--- src/rtl/md_if.sv ---
// Multiply/divide unit bus: operation launch, HI/LO move strobes and results.
interface md_if #(
    parameter int unsigned WIDTH = 32
);
    logic             start;
    logic [1:0]       op;
    logic [WIDTH-1:0] a;
    logic [WIDTH-1:0] b;
    logic             hi_wr;
    logic             lo_wr;
    logic [WIDTH-1:0] wdata;
    logic             busy;
    logic             done;
    logic [WIDTH-1:0] hi;
    logic [WIDTH-1:0] lo;

    modport master (
        output start, op, a, b, hi_wr, lo_wr, wdata,
        input  busy, done, hi, lo
    );

    modport slave (
        input  start, op, a, b, hi_wr, lo_wr, wdata,
        output busy, done, hi, lo
    );
endinterface

--- src/rtl/md_unit.sv ---
// Iterative MIPS-style multiply/divide unit with HI/LO registers.
// Radix-2 shift-add multiply and restoring divide on magnitudes, sign fixed at the end.
module md_unit #(
    parameter int unsigned WIDTH = 32
) (
    input  logic clk,
    input  logic rst,
    md_if.slave  bus
);
    localparam int unsigned CW = 5;
    localparam int unsigned DW = 2 * WIDTH;

    typedef enum logic [1:0] {IDLE, CALC, FIX} state_t;

    state_t           state, state_nxt;
    logic [1:0]       op_q;
    logic [WIDTH-1:0] mag_a, mag_b, raw_a;
    logic             neg_a, neg_b;
    logic [CW-1:0]    cnt;
    logic [WIDTH-1:0] acc, shreg;
    logic [WIDTH-1:0] hi_q, lo_q;
    logic             done_q;

    logic             sgn_in;
    logic [WIDTH-1:0] mag_a_in, mag_b_in;
    logic [WIDTH:0]   mul_sum, rem_s;
    logic             div_ok;
    logic [WIDTH-1:0] acc_nxt, shreg_nxt;
    logic [DW-1:0]    product, prod_fix;
    logic [WIDTH-1:0] hi_fix, lo_fix;

    assign bus.busy = (state != IDLE);
    assign bus.done = done_q;
    assign bus.hi   = hi_q;
    assign bus.lo   = lo_q;

    // Operand magnitudes at launch; unsigned ops pass raw values through
    assign sgn_in   = bus.op[0];
    assign mag_a_in = (sgn_in && bus.a[WIDTH-1]) ? -bus.a : bus.a;
    assign mag_b_in = (sgn_in && bus.b[WIDTH-1]) ? -bus.b : bus.b;

    always_ff @(posedge clk or negedge rst) begin
        if (!rst) state <= IDLE;
        else      state <= state_nxt;
    end

    always_comb begin
        state_nxt = state;
        case (state)
            IDLE:    if (bus.start) state_nxt = CALC;
            CALC:    if (cnt == CW'(WIDTH - 1)) state_nxt = FIX;
            FIX:     state_nxt = IDLE;
            default: state_nxt = IDLE;
        endcase
    end

    // One iteration: multiply shifts {acc,multiplier} right, divide shifts {rem,quot} left
    always_comb begin
        mul_sum   = {1'b0, acc} + (shreg[0] ? {1'b0, mag_a} : {(WIDTH + 1){1'b0}});
        rem_s     = {acc, shreg[WIDTH-1]};
        div_ok    = (rem_s >= {1'b0, mag_b});
        acc_nxt   = mul_sum[WIDTH:1];
        shreg_nxt = {mul_sum[0], shreg[WIDTH-1:1]};
        if (op_q[1]) begin
            acc_nxt   = div_ok ? WIDTH'(rem_s - {1'b0, mag_b}) : rem_s[WIDTH-1:0];
            shreg_nxt = {shreg[WIDTH-2:0], div_ok};
        end
    end

    // Final sign correction; signed flags are only ever set for MULT/DIV
    always_comb begin
        product  = {acc, shreg};
        prod_fix = (neg_a ^ neg_b) ? -product : product;
        hi_fix   = prod_fix[DW-1:WIDTH];
        lo_fix   = prod_fix[WIDTH-1:0];
        if (op_q[1]) begin
            if (mag_b == '0) begin
                hi_fix = raw_a;
                lo_fix = '1;
            end else begin
                hi_fix = neg_a ? -acc : acc;
                lo_fix = (neg_a ^ neg_b) ? -shreg : shreg;
            end
        end
    end

    always_ff @(posedge clk or negedge rst) begin
        if (!rst) begin
            op_q   <= '0;
            mag_a  <= '0;
            mag_b  <= '0;
            raw_a  <= '0;
            neg_a  <= 1'b0;
            neg_b  <= 1'b0;
            cnt    <= '0;
            acc    <= '0;
            shreg  <= '0;
            hi_q   <= '0;
            lo_q   <= '0;
            done_q <= 1'b0;
        end else begin
            done_q <= 1'b0;
            case (state)
                IDLE: begin
                    if (bus.start) begin
                        op_q  <= bus.op;
                        mag_a <= mag_a_in;
                        mag_b <= mag_b_in;
                        raw_a <= bus.a;
                        neg_a <= sgn_in & bus.a[WIDTH-1];
                        neg_b <= sgn_in & bus.b[WIDTH-1];
                        cnt   <= '0;
                        acc   <= '0;
                        shreg <= bus.op[1] ? mag_a_in : mag_b_in;
                    end else begin
                        if (bus.hi_wr) hi_q <= bus.wdata;
                        if (bus.lo_wr) lo_q <= bus.wdata;
                    end
                end
                CALC: begin
                    cnt   <= cnt + CW'(1);
                    acc   <= acc_nxt;
                    shreg <= shreg_nxt;
                end
                FIX: begin
                    hi_q   <= hi_fix;
                    lo_q   <= lo_fix;
                    done_q <= 1'b1;
                end
                default: ;
            endcase
        end
    end
endmodule

--- src/flat_wrapper.sv ---
// flat-port wrapper written by rule: the top's interface ports become plain ports
module md_unit_flat 
#(
    parameter int unsigned WIDTH = 32
)
  (clk, rst, bus_start, bus_op, bus_a, bus_b, bus_hi_wr, bus_lo_wr, bus_wdata, bus_busy, bus_done, bus_hi, bus_lo);
  md_if #(.WIDTH(WIDTH)) bus_i ();
  input  logic clk;
  input  logic rst;
  input wire logic [$bits(bus_i.start)-1:0] bus_start;
  input wire logic [$bits(bus_i.op)-1:0] bus_op;
  input wire logic [$bits(bus_i.a)-1:0] bus_a;
  input wire logic [$bits(bus_i.b)-1:0] bus_b;
  input wire logic [$bits(bus_i.hi_wr)-1:0] bus_hi_wr;
  input wire logic [$bits(bus_i.lo_wr)-1:0] bus_lo_wr;
  input wire logic [$bits(bus_i.wdata)-1:0] bus_wdata;
  output wire logic [$bits(bus_i.busy)-1:0] bus_busy;
  output wire logic [$bits(bus_i.done)-1:0] bus_done;
  output wire logic [$bits(bus_i.hi)-1:0] bus_hi;
  output wire logic [$bits(bus_i.lo)-1:0] bus_lo;
  assign bus_i.start = bus_start;
  assign bus_i.op = bus_op;
  assign bus_i.a = bus_a;
  assign bus_i.b = bus_b;
  assign bus_i.hi_wr = bus_hi_wr;
  assign bus_i.lo_wr = bus_lo_wr;
  assign bus_i.wdata = bus_wdata;
  assign bus_busy = bus_i.busy;
  assign bus_done = bus_i.done;
  assign bus_hi = bus_i.hi;
  assign bus_lo = bus_i.lo;
  md_unit #(.WIDTH(WIDTH)) u_core (.clk(clk), .rst(rst), .bus(bus_i));
endmodule
--- config.mk ---
export PLATFORM = sky130hd
export DESIGN_NAME = md_unit_flat
export DESIGN_NICKNAME = d
export VERILOG_FILES = /design/src/rtl/md_if.sv /design/src/rtl/md_unit.sv /design/src/flat_wrapper.sv
export SDC_FILE = /design/constraint.sdc
export NUM_CORES = 1
export LEC_CHECK = 0
export ABC_AREA = 1
export BUFFER_PORTS_ARGS = -buffer_cell sky130_fd_sc_hd__buf_2
export CAP_MARGIN = 20
export CORE_MARGIN = 2
export CORE_UTILIZATION = 30
export CTS_CLUSTER_DIAMETER = 200
export DETAILED_ROUTE_END_ITERATION = 8
export PLACE_DENSITY_LB_ADDON = 0.08
export SYNTH_ARGS = -nofsm -noshare
export SYNTH_HDL_FRONTEND = slang
export SYNTH_SLANG_ARGS = --single-unit
--- constraint.sdc ---
create_clock -name clk -period 2.71 [get_ports clk]
set_clock_uncertainty 0.1 [all_clocks]
set_input_delay 0.271 -clock clk [delete_from_list [all_inputs] [get_ports clk]]
set_output_delay 0.271 -clock clk [all_outputs]
set_load 0.01 [all_outputs]
==> qor.yml <==
status:
  status: "finished clean"
cells_and_area:
  nets: 3989
  drive_gt1_frac: 0.157
  fill_cells: 7728
  syn2layout_area_growth_pct: 27.3
  layout_commonest_cell: "nand2_1"
  diodes: 0
  design_area_sq_mm: 0.0265
  final_cell_mix: "nand2_1, nor2_1, inv_1"
clock_network:
  cts_root_buffer: "clkbuf_16"
  clock-sinks: 234
  cts_tree: "yes"
  clk_path_buf_depth: 3
  htree_levels: 1
  path_clk_slew_ps: 60
  clock_latency_ps: 610
  numCtsBuffers: 30
yosys:
  synth.avg_cell_area_sq_um: 6.05
  ys.warnings.count: 0
  ys_types: 48
  syn_area_sq_mm: 0.0209
  ys.flop_type: "dfrtp_1"
  seq_area_frac_synth: 0.281
  syn_inst: 3448
  ys_seq_elements: 234
  synth_edf_count: 0
  synth-async-reset-ratio: 1.00
  synth.net_count: 3623
routing:
  first_iter_violations: 2255
  drt_pass1_iterations: 5
  antenna_left: 0
  wl_per_cell_um: 21.7
  drcViolationCount: 0
  vias_per_cell: 5.06
  vias: 24100
  wirelength_mm: 103
grt:
  grt_overflow: 0
  antenna_found_initial: 0
  grt_first_pass_wirelength_mm: 150
  grt_pass1_vias: 22800
  grt_start_max_net_pins: 121
  grt_usage: 0.284
pwr:
  switching_share: 0.549
  p_sw_uw: 22100
  pwr-share-seq: 0.175
  ir_drop_mv: 0.703
  internal-power_uw: 18200
  powerDensity_mw_per_mm2: 1520
  power_uw: 40300
  p_clk_frac: 0.105
  leakage_uw: 0.0133
  combPwrFrac: 0.720
sta:
  clock.fmax_mhz: 379
  slew_viol_final: 0
  setup_violations: 0
  finalHoldViolations: 0
  period_share: 0.973
  relSlewSlack: 0.220
  fin_crit_ps: 2640
  worst_pin_slew_ps: 1170
  rsz0062_at_grt: "true"
  finalSetupTns_ps: 0
worst_setup_path:
  required_ps: 3080
  startpoint_type: "flop"
  crit_path_max_fanout: 5
  reg2reg_slack_ps: 70
  critPathKind: "flop to flop"
  endpoint_kind: "flop"
  worstPathArrival_ps: 3010
floorplan:
  rows: 96
  coreArea_sq_mm: 0.0687
  fp.dieH_um: 268
  die_x_um: 268
  ios: 169
  die_area_sq_mm: 0.0716
  start_util: 0.304
worst_hold_path:
  hp-class: "primary input to flop"
placement:
  hpwl_mm: 83.4
  port_buffers: 168
  gp_congestion: 0.970
  placed_area_sq_mm: 0.0241
flow_run:
  drv_cap: 0
-- cell usage after synthesis (2+ instances only) --
cell type,n,area (sq um)
clkbuf_1,71,267
xnor2_1,16,140
nor2_4,3,33.8
or2_2,8,50.1
o21a_1,6,45.0
nor4_1,4,25.0
buf_1,14,52.6
nand3b_1,15,113
o21ai_4,2,32.5
fa_1,2,40.0
a22oi_1,18,135
nor2_2,12,75.1
o21ai_1,20,100
buf_6,3,33.8
a21oi_2,5,43.8
nand2_2,6,37.5
o211ai_1,17,128
o22ai_1,2,12.5
a21o_1,5,37.5
buf_4,4,30.0
clkinv_1,2,7.51
inv_2,12,45.0
ha_1,70,876
inv_1,397,1490
o21bai_1,9,67.6
and2_1,3,18.8
nor3_1,20,100
nor2_1,418,1570
buf_2,28,140
a21oi_1,176,881
nand2_4,2,22.5
a31oi_1,46,288
o21ai_0,214,1070
nand2_1,1113,4180
dfrtp_1,234,5860
nand3_2,2,20.0
xor2_1,80,701
o21ai_2,3,26.3
nand4_1,66,413
nand3_1,312,1560
-- registers in the layout, indices dropped and copies added (netlist names) --
signal / cells
u_core.state: 2
u_core.bus.lo: 32
u_core.mag_b: 32
u_core.acc: 32
u_core.bus.hi: 32
u_core.neg_b: 1
u_core.shreg: 32
u_core.op_q: 1
u_core.neg_a: 1
u_core.mag_a: 32
u_core.bus.done: 1
u_core.raw_a: 31
u_core.cnt: 5
-- cell type report --
class,instances,area [sq um],area share
clock buffer,40,828,0.0312
clock inverter,13,188,0.00707
inverter,411,1550,0.0582
multi-input combinational,2682,13500,0.508
sequential,234,5860,0.221
tap,931,1160,0.0439
timing repair buffer,455,3490,0.131
-- metrics by stage --
step	setup WS, ps	util	cells	hold slack, ps
after global routing	-37.9	0.386	4766	37.2
after global placement	-84.1	0.351	4621	242
after CTS	2.72	0.378	4758	2.81
after floorplan	11.8	-	3448	-125
final	73.7	0.386	4766	20.4
after detailed placement	-93.5	0.351	4621	239
-- worst paths after layout --
check,startpoint,depth (start not counted),end
setup / recovery,u_core.mag_b[28]$_DFFE_PN0P_,15,u_core.acc[28]$_DFFE_PN0P_
hold / removal,bus_b[8],4,u_core.mag_b[8]$_DFFE_PN0P_
setup reg to reg,u_core.mag_b[28]$_DFFE_PN0P_,15,u_core.acc[28]$_DFFE_PN0P_
hold reg to reg,u_core.bus.lo[25]$_DFFE_PN0P_,2,u_core.bus.lo[25]$_DFFE_PN0P_
max in group asynchronous,rst,3,u_core.mag_b[25]$_DFFE_PN0P_
min in group asynchronous,rst,2,u_core.bus.lo[19]$_DFFE_PN0P_
-- logic make-up (layout without fill, tap and decap cells) --
kind of cell,Yosys count,in the layout,share of synthesized area
AO/OA/AOI/OAI,526,526,0.139
adder cells (fa/ha/maj),72,72,0.0439
XOR/XNOR,96,96,0.0403
buffers and inverters,532,919,0.0993
flip-flops,234,234,0.281
AND/OR/NAND/NOR,1988,1988,0.397
-- power by group through the flow --
stage	logic, uW	clock network [uW]	registers [uW]
3_5_place_dp	27000	0	6980
3_3_place_gp	27200	0	6960
4_1_cts	27300	4330	6930
2_1_floorplan	16100	0	6660
6_report	29000	4240	7050
5_1_grt	31900	4450	7180
-- metal layers --
metal | vias up | part of all wire | global-route usage
met1 | 11300 | 0.47 | 0.410
li1 | 11800 | - | -
met5 | - | 0 | 0
met4 | 0 | 0.032 | 0.0864
met2 | 805 | 0.44 | 0.431
met3 | 133 | 0.067 | 0.0453
-- repair_timing --
item                                    in CTS  in global routing
endpoints found under the setup margin      18                 41
setup buffers                                0                  7
hold buffers                                84                  0
pin swaps                                    0                 14
gates resized for setup                      5                134
hold endpoints to repair                   191                  0
-- critical path, cell delays in order, from the launching register on --
cell and delay, ps:
dfrtp_1 380, inv_2 80, ha_1 300, buf_4 160
a21oi_1 170, o21ai_1 130, a21oi_2 180, nand2_1 110
nor2_4 160, nand2_8 100, buf_4 160, buf_4 160
nand3_1 130, nand2_1 90, nand2_1 70, nand2_1 40
Power figures use the tool's default switching activity.
